File: config.mk
export PLATFORM = sky130hd
export DESIGN_NAME = control_sequencer
export DESIGN_NICKNAME = d
export VERILOG_FILES = /design/src/rtl/control_sequencer.sv
export SDC_FILE = /design/constraint.sdc
export NUM_CORES = 1
export LEC_CHECK = 0
export CAP_MARGIN = 10
export CORE_ASPECT_RATIO = 1.2
export CORE_MARGIN = 2
export CORE_UTILIZATION = 33
export CTS_CLUSTER_DIAMETER = 200
export CTS_CLUSTER_SIZE = 30
export DETAILED_ROUTE_END_ITERATION = 6
export GPL_TIMING_DRIVEN = 0
export MAX_ROUTING_LAYER = met4
export PLACE_DENSITY = 0.86
export SETUP_SLACK_MARGIN = 0.15
export SYNTH_ARGS = -nofsm -noshare
export SYNTH_HDL_FRONTEND = slang
export SYNTH_SLANG_ARGS = --single-unit
File: constraint.sdc
create_clock -name clock -period 2.11 [get_ports clock]
set_input_delay 0.422 -clock clock [delete_from_list [all_inputs] [get_ports clock]]
set_output_delay 0.422 -clock clock [all_outputs]
set_load 0.02 [all_outputs]
File: src/rtl/control_sequencer.sv
// Hardwired control unit for the DataPath: fetch (T0-T2) and register-to-register
// ALU execute (T3-T6), with Moore-decoded strobes and a sticky HALT state.
module control_sequencer #(
  parameter int NREG = 16
) (
  input  logic            clock,
  input  logic            clear,
  input  logic [31:0]     IR,
  input  logic            MemReady,
  input  logic            Stop,
  output logic [NREG-1:0] Rin,
  output logic [NREG-1:0] Rout,
  output logic            PCout,
  output logic            PCin,
  output logic            IncPC,
  output logic            MARin,
  output logic            MDRin,
  output logic            MDRout,
  output logic            IRin,
  output logic            Yin,
  output logic            Zin,
  output logic            Zlowout,
  output logic            Zhighout,
  output logic            HIin,
  output logic            LOin,
  output logic            Read,
  output logic [4:0]      opcode,
  output logic            Run
);

  typedef enum logic [3:0] {
    S_RST, S_T0, S_T1, S_T2, S_T3, S_T4, S_T5, S_T6, S_HALT
  } state_t;

  localparam logic [4:0] OP_ADD  = 5'b00011;
  localparam logic [4:0] OP_SHL  = 5'b01011;
  localparam logic [4:0] OP_MUL  = 5'b01111;
  localparam logic [4:0] OP_DIV  = 5'b10000;
  localparam logic [4:0] OP_NEG  = 5'b10001;
  localparam logic [4:0] OP_NOT  = 5'b10010;
  localparam logic [4:0] OP_HALT = 5'b11011;

  state_t state_q, state_d;

  logic [4:0] op;
  logic [3:0] ra, rb, rc;
  logic       is_bin, is_md, is_un, is_halt;
  logic       unused_ir;
  state_t     nxt_t0;

  assign op        = IR[31:27];
  assign ra        = IR[26:23];
  assign rb        = IR[22:19];
  assign rc        = IR[18:15];
  assign unused_ir = ^IR[14:0];

  // Binary ALU ops occupy one contiguous code range (add..shl).
  assign is_bin  = (op >= OP_ADD) && (op <= OP_SHL);
  assign is_md   = (op == OP_MUL) || (op == OP_DIV);
  assign is_un   = (op == OP_NEG) || (op == OP_NOT);
  assign is_halt = (op == OP_HALT);

  // Stop only diverts the edge that would start a new instruction.
  assign nxt_t0 = Stop ? S_HALT : S_T0;

  function automatic logic [NREG-1:0] onehot(input logic [3:0] idx);
    logic [NREG-1:0] f;
    f = '0;
    for (int i = 0; i < NREG; i++) f[i] = (32'(idx) == i);
    return f;
  endfunction

  always_ff @(posedge clock or posedge clear) begin
    if (clear) state_q <= S_RST;
    else       state_q <= state_d;
  end

  always_comb begin
    state_d  = state_q;
    Rin      = '0;
    Rout     = '0;
    PCout    = 1'b0;
    PCin     = 1'b0;
    IncPC    = 1'b0;
    MARin    = 1'b0;
    MDRin    = 1'b0;
    MDRout   = 1'b0;
    IRin     = 1'b0;
    Yin      = 1'b0;
    Zin      = 1'b0;
    Zlowout  = 1'b0;
    Zhighout = 1'b0;
    HIin     = 1'b0;
    LOin     = 1'b0;
    Read     = 1'b0;
    opcode   = 5'b00000;
    Run      = 1'b0;
    case (state_q)
      S_RST: state_d = nxt_t0;
      S_T0: begin
        Run = 1'b1; PCout = 1'b1; MARin = 1'b1; IncPC = 1'b1; Zin = 1'b1;
        opcode  = OP_ADD;
        state_d = S_T1;
      end
      S_T1: begin
        Run = 1'b1; Zlowout = 1'b1; PCin = 1'b1; Read = 1'b1; MDRin = 1'b1;
        if (MemReady) state_d = S_T2;
      end
      S_T2: begin
        Run = 1'b1; MDRout = 1'b1; IRin = 1'b1;
        if (is_bin || is_md || is_un) state_d = S_T3;
        else if (is_halt)             state_d = S_HALT;
        else                          state_d = nxt_t0;
      end
      S_T3: begin
        Run  = 1'b1;
        Rout = onehot(rb);
        if (is_un) begin
          opcode = op; Zin = 1'b1;
        end else begin
          Yin = 1'b1;
        end
        state_d = S_T4;
      end
      S_T4: begin
        Run = 1'b1;
        if (is_un) begin
          Zlowout = 1'b1; Rin = onehot(ra);
          state_d = nxt_t0;
        end else begin
          Rout = onehot(rc); opcode = op; Zin = 1'b1;
          state_d = S_T5;
        end
      end
      S_T5: begin
        Run = 1'b1; Zlowout = 1'b1;
        if (is_md) begin
          LOin = 1'b1;
          state_d = S_T6;
        end else begin
          Rin = onehot(ra);
          state_d = nxt_t0;
        end
      end
      S_T6: begin
        Run = 1'b1; Zhighout = 1'b1; HIin = 1'b1;
        state_d = nxt_t0;
      end
      S_HALT:  state_d = S_HALT;
      default: state_d = S_RST;
    endcase
  end

endmodule

# --- After elaboration in Yosys (flattened, before gate mapping) ---
# Cells that the tools add are included.
classes:
  magnitude_cmp: 2
  eq_ne: 59
  n_mux: 27
  reduce_logical: 12
ops:
  columns: ["cell", "count"]
  rows:
  - ["$eq 4x4->1 const B", 25]
  - ["$eq 4x3->1 const B", 16]
  - ["$pmux 16 s2", 2]
  - ["$mux 16", 3]
  - ["$eq 4x2->1 const B", 8]
  - ["$pmux 4 s8", 1]
  - ["$mux 4", 6]
  - ["$eq 5x5->1 const B", 4]
  - ["$eq 4x1->1 const B", 4]
  - ["$logic_not 4->1", 4]
  - ["$pmux 5 s3", 1]
  - ["$mux 1", 10]
  - ["$mux 5", 2]
  - ["$reduce_or 7->1", 1]
  - ["$eq 5x4->1 const B", 1]
  - ["$ge 5x2->1 const B", 1]
  - ["$le 5x4->1 const B", 1]
  - ["$logic_or 1x1->1", 4]
  - ["$reduce_or 2->1", 2]
  - ["$pmux 1 s3", 1]
  - ["$ne 2x2->1 const B", 1]
  - ["$pmux 1 s2", 1]
  - ["$logic_and 1x1->1", 1]
totals:
  regBits: 4
  in_bits: 36
  output_inout_bits: 52
  elab_cells: 101

# --- Depth between registers and ports, before layout ---
logic_depth:
  word_depth: 6
  depth_mapped: 5
  mapped_depth_nobuf: 4

# --- Worst setup path after synthesis ---
# OpenSTA, ideal clock, no wires.
synth_path:
  path_type: "reg2out"
  start: "register state_q[3]"
  end: "output Zin"
  arrival_time_ns: 1.958
  required_time_ns: 1.688
  slack_ns: -0.270
  path_stages_with_launch: 5
  cell_sequence: "dfrtp_1 > buf_1 > nor4b_1 > or2_2 > a21o_1"
synth_between:
  elab_chain_len: 2
synth_rtl:
  columns: ["item", "line_no", "text"]
  rows:
  - ["from (decl)", "43", "state_t state_q, state_d;"]
  - ["from (signal assigned)", "75", "else state_q <= state_d;"]
  - ["$eq 4x3->1 or $eq 4x1->1 (tied branches)", "98", "case (state_q)"]
  - ["$pmux 1 s3 *", "98", null]
  - ["to (decl)", "21", "output logic Zin,"]
# Mark *: on every way between the ends. The rest lies on a longest branch, timed or not.

# --- Worst setup path after layout ---
layout_path:
  start: "register state_q[3]"
  end: "output Rin[4]"
layout_between:
  elab_chain_len: 2
layout_rtl:
  columns: ["item", "line_no", "text"]
  rows:
  - ["$eq 4x3->1", "98", null]
  - ["$pmux 16 s2 *", "98", null]
  - ["to (decl)", "11", "output logic [NREG-1:0] Rin,"]
# Marks and branches as above.

==> summary.txt <==
Floorplanning
  – Die area: 0.00380 mm²
  – DIE WIDTH: 56.6 µm
  – Die Span Y: 67.2 µm
  – CORE AREA: 0.00311 mm²
  – I/O Pins: 88
  – Initial Utilization: 0.353
  – Site Rows: 22

Layout
  – Most frequent cells in the layout: 56 x buf_6, 52 x buf_4, 13 x clkdlybuf4s50_1
  – Synth-to-layout area growth: 157%
  – Biggest regs: state_q x4
  – Largest register by flop count: state_q
  – Finished Layout Cells: 320
  – Fraction of layout cells with a size suffix above 1: 0.655
  – Final net count: 322
  – Diodes inserted: 0
  – Largest register FFs: 4
  – Layout fillers: 123
  – Finished Cell Area: 0.00282 mm²
  – Most common cell after layout, fill and taps aside: buf_6

Power and ir drop
  – VDD IR max: 0.683 mV
  – Final Power: 0.00166 W
  – Pwr Density: 586 mW/mm²
  – Leak pwr: 1.26 nW

Drt
  – Residual DRC: 0
  – WL final: 7710 µm
  – Drt first pass iters: 4
  – DRT iter0 DRCs: 153
  – WL/cell: 24.1 µm
  – Post-route ant nets: 0
  – Drt via density: 6.38
  – DR vias: 2043

Logic synthesis
  – Synth Area in XOR/XNOR: 0.0239
  – Register area share after synthesis: 0.0912
  – Post-Synth Simple-Gate Area: 0.445
  – Netlist cell types: 49
  – Net Count, Synth: 194
  – Synth warnings: 0
  – Share of the synthesized area in the top cell type: 0.0912
  – Async SR Flop Fraction: 1.00
  – Multiplexer share of the synthesized area: 0
  – Post-synth EDFFs: 0
  – Synth top area cells: dfrtp_1 9.1%, o22ai_1 7.4%, nor2_1 6.8%
  – Mapped cell area: 0.00110 mm²
  – Largest family of logic cells by synthesized area: simple AND/OR/NAND/NOR gates
  – Synthesized flop and latch total: 4
  – Main synth FF type: dfrtp_1
  – Compound-gate portion of the synthesized area: 0.326
  – Post-synth top area cell: dfrtp_1
  – Syn Inst Count: 158
  – Post-Syn Area per Cell: 6.94 µm²
  – Post-Synth Adder-Cell Area: 0

Placement
  – Routability cong.: 0.912
  – Placed Instance Area: 0.00200 mm²
  – Placed insts: 266
  – Buffers added on ports: 72
  – Dpl hpwl: 3200 µm

Critical path
  – Critical Path Sink Type: output port
  – FF-to-FF End: state_q[0]
  – Crit Path Max Fanout: 4
  – Critical Path RT: 1.69 ns
  – Crit path kind: flip-flop to output port
  – Crit-path max cell delay: 0.43 ns
  – R2R Setup Slk: 0.28 ns
  – Critical path's slowest cell: dfrtp_1
  – Crit path launch type: flip-flop
  – R2r worst-path depth: 8
  – Worst Setup SP: state_q[3]
  – Worst reg2reg startpoint: state_q[0]
  – Crit path DAT: 2.11 ns
  – CP cell instances: or3b_4 -> a221oi_4 -> buf_4 -> o2111ai_4 -> nor3_4 -> buf_6

STA
  – Skew final: 0.00413 ns
  – Period utilisation layout: 1.20
  – Hold WS: 0.382 ns
  – Final setup fails: 42
  – RSZ-0062 raised after global routing: true
  – Worst Max-Slew Pin Slew: 0.438 ns
  – Final Hold Viols: 0
  – Relative slew slack: 0.704
  – Setup TNS: -10.92 ns
  – Max-slew violations: 0
  – Max Freq: 0.395 GHz
  – Final worst slack: -0.420 ns
  – Final Critical Period: 2.53 ns

Global routing
  – Vias in the first global route: 1791
  – First-pass GRT wire length: 8980 µm
  – Largest net degree at the start of global routing: 11
  – Antenna violations before repair: 0
  – Tot GR Track Use: 0.308
  – GRT overflow: 0

Clock tree
  – Clk_lat worst skew: 0.24 ns
  – Num CTS Buffers: 3
  – CTS tree: built
  – Clk sinks: 4
  – Bufs on Longest Clock Path: 2
  – Hold-fix buffers, CTS: 0
  – CTS H-tree lvls: 1
  – CTS clk-pin slew, worst paths: 0.04 ns
  – Root buf cell: clkbuf_4

Min path
  – Worst Hold Class: primary input to async pin

Run
  – MaxCap Viol Count: 0

Outcome
  – Run status: complete, but fails checks
  – Violated checks: negative setup slack
[routing by layer]
layer | global-route usage | up-vias | part of all wire
li1 | - | 844 | -
met3 | 0.0421 | 59 | 0.083
met5 | - | - | 0
met2 | 0.584 | 166 | 0.52
met4 | 0.104 | 0 | 0.084
met1 | 0.327 | 974 | 0.31
[area by class of cell]
cell class / instances / area (µm²) / area share
clock buffers: 3 / 22.5 / 0.00798
well taps: 36 / 45.0 / 0.0160
inverters: 12 / 45.0 / 0.0160
multi-input cells: 129 / 1290 / 0.455
repair buffers: 123 / 1170 / 0.414
flip-flops and latches: 4 / 104 / 0.0368
plain buffers: 13 / 151 / 0.0536
[per-stage QoR]
step / setup WS [ns] / util
CTS: -0.308 / 0.802
global route: -0.463 / 0.908
finish: -0.420 / 0.908
detailed placement: -1.18 / 0.642
global placement: -1.18 / 0.642
floorplan: 0.0273 / -
[logic make-up (layout without fill, tap and decap cells)]
family                 count (synthesis)  after routing
AO/OA/AOI/OAI                         47             47
XOR/XNOR                               3              3
buffers and inverters                 25            151
flip-flops                             4              4
AND/OR/NAND/NOR                       79             79
[worst max-delay path by stage]
stage | cells after the start | slack, ns | to
global route | 6 | -0.46 | Rin[4]
detailed placement | 6 | -1.18 | Rin[4]
CTS | 6 | -0.31 | Rin[8]
floorplan | 4 | 0.03 | Rout[1]
finish | 6 | -0.42 | Rin[4]
global placement | 6 | -1.18 | Rin[4]
[critical path: cells and delay by family, from the launching register on]
kind / cells / cell delay [ns]
AOI/OAI and AO/OA: 2 / 0.47
buffers and inverters: 2 / 0.33
DFF: 1 / 0.43
and+or+nand+nor: 2 / 0.64
[synthesized netlist by cell type, drive strengths merged, types with 2 or more instances]
master   count
inv         12
xnor2        2
nor2b        2
nand3        2
and2         3
nand2       11
buf         12
o21ai        3
nand2b       7
and3         2
a32o         4
dfrtp        4
nor2        20
a221oi       2
nor4b        2
a21o         4
a21boi       4
or2          3
o21a         2
o2111ai      5
nor3         8
o22ai       13
and3b        2
nand3b       4
a21oi        3
o311ai       2
nor3b        4
or3b         3
[report_power, final]
part	leakage [nW]	internal (W)	total [W]	switching, W
registers	0.0478	0.000107	0.000148	0.0000405
logic	1.20	0.000723	0.00141	0.000690
clock network	0.0138	0.0000637	0.0000957	0.0000320
total	1.26	0.000893	0.00166	0.000762
[timing repair]
action,4_1_cts,5_1_grt
pin swaps,43,26
endpoints found under the hold margin,0,0
setup endpoints to repair,55,49
gates resized for setup,330,63
cloned,0,1
buffers inserted,35,15
(Power assumes the default switching activity.)
==> variant (same settings) <==
Set the parameter `NREG` to 15 (it was 16).
--- a/src/rtl/control_sequencer.sv
+++ b/src/rtl/control_sequencer.sv
@@ -1,7 +1,7 @@
 // Hardwired control unit for the DataPath: fetch (T0-T2) and register-to-register
 // ALU execute (T3-T6), with Moore-decoded strobes and a sticky HALT state.
 module control_sequencer #(
-  parameter int NREG = 16
+  parameter int NREG = 15
 ) (
   input  logic            clock,
   input  logic            clear,
Ports: changed (resized Rin and Rout); port bits go from 88 to 86. No check against the original RTL was run, so the function may have changed too.
==> variant against the original RTL <==
- the flow still finishes with violations (negative setup slack)
- first-iteration DRC count is 37% lower
- sequential share of layout area rose by 0.079 points
- sequential cell count unchanged
- worst setup slack got worse by 0.031 ns
- area after synthesis fell by 4.0%
- wire length is 11% lower
- design area fell by 0.93%
Power is not compared: it rests on default switching activity, and its combinational part moved more than twofold at a synthesized area within 25%.
==> variant: results (changes against the original RTL) <==
clock buffer count from CTS 3 (unchanged); setup TNS -10.78 ns (was -10.92 ns); Total GRT Usage 25.1% (was 30.8%); synth cell count leaders 21 x nor3_1, 18 x nand2_1, 12 x nor2_1 (was 20 x nor2_1, 13 x o22ai_1, 12 x inv_1); number of global-route vias before repair 1519 (was 1791); proportion of layout cells with a drive suffix above 1 72.0% (was 65.5%); Post-Syn Nets 187 (was 194); worst hold slack 0.352 ns (was 0.382 ns); compound-gate portion of the synthesized area 25.9% (was 32.6%); met2 layer usage reported by global route 47.8% (was 58.4%); distinct cell type count after synthesis 45 (was 49); Resize count post-CTS 292 (was 330); Routability Congestion 0.777 (was 0.912); Worst path max stage delay 0.47 ns (was 0.43 ns); post-synthesis mux area share 0.950% (was 0%); 1st-iter DRT viols 97 (was 153); Worst Skew 0.0104 ns (was 0.00413 ns); placed insts 255 (was 266); normalized max-slew margin 63.2% (was 70.4%); worst reg-to-reg path cell count 5 (was 8); top cells by area, synth nor3_1 10%, dfrtp_1 9.5%, nand2_1 6.4% (was dfrtp_1 9.1%, o22ai_1 7.4%, nor2_1 6.8%); Synth Area in XOR/XNOR 3.44% (was 2.39%); Detail Placement HPWL 3.10 mm (was 3.20 mm); Async SR Flop Fraction 100% (unchanged); worst setup margin -0.451 ns (was -0.420 ns); Worst-Skew Late Latency 0.25 ns; failing checks negative setup slack (unchanged); met1 Use GR 25.9% (was 32.7%); first-pass detailed-route iteration total 6 (was 4); met3 routed wirelength 601 um (was 641 um); post-layout net count 299 (was 322); RR Startpoint state_q[3]$_DFFE_PP0P_ (was state_q[0]$_DFFE_PP0P_); setup violators final 40 (was 42); status finished, violations left (unchanged); first-pass GRT wire length 7.16 mm (was 8.98 mm); crit-path max FO 6 (was 4); H-tree lvl count 1 (unchanged); Critical Path Slowest Stage Cell or3b_4 (was dfrtp_1); IO buf count 68 (was 72); met3 usage 2.35% (was 4.21%); post-route insts no fill 297 (was 320); reg2reg end state_q[3]$_DFFE_PP0P_ (was state_q[0]$_DFFE_PP0P_); pre-CTS WS -1.20 ns (was -1.18 ns); WL/cell 23.0 um (was 24.1 um); cells after synthesis 151 (was 158); sequential share of the synthesized area 9.50% (was 9.12%); area post-placement 2080 sq um (was 2000 sq um); Critical Path AT 2.14 ns (was 2.11 ns); routed vias/inst 6.42 (was 6.38); Post-CTS Setup Inserts 16 (was 35); worst reg-to-reg setup slack 0.06 ns (was 0.28 ns); most common cell in the synthesized netlist nor3_1 (was nor2_1)
-- variant: cell types whose count changed after synthesis, moves of 4 or more --
cell and delta:
o32ai_1 +4, a21boi_0 -4, a32o_1 -4, nor2_1 -8, nand2_1 +7, nor3_1 +14, inv_1 -10, a21o_1 -4
-- variant: worst max-delay path by stage --
stage,startpoint,end,slack [ns],cells after the start
floorplan,IR[30],Rin[0],-0.05,6
global placement,IR[31],Rin[2],-1.18,8
detailed placement,IR[31],Rin[14],-1.20,8
CTS,IR[29],Rin[1],-0.41,8
global route,state_q[1]$_DFFE_PP0P_,Rout[4],-0.47,5
finish,state_q[1]$_DFFE_PP0P_,Rout[4],-0.45,5
-- variant: cell type report --
type                       count  area (sq um)
sequential                     4           105
buffer                        14           183
inverter                       2          10.0
multi-input combinational    131          1400
timing repair buffer         107          1040
fill                         118           258
clock buffer                   3          22.5
tap                           36          45.0
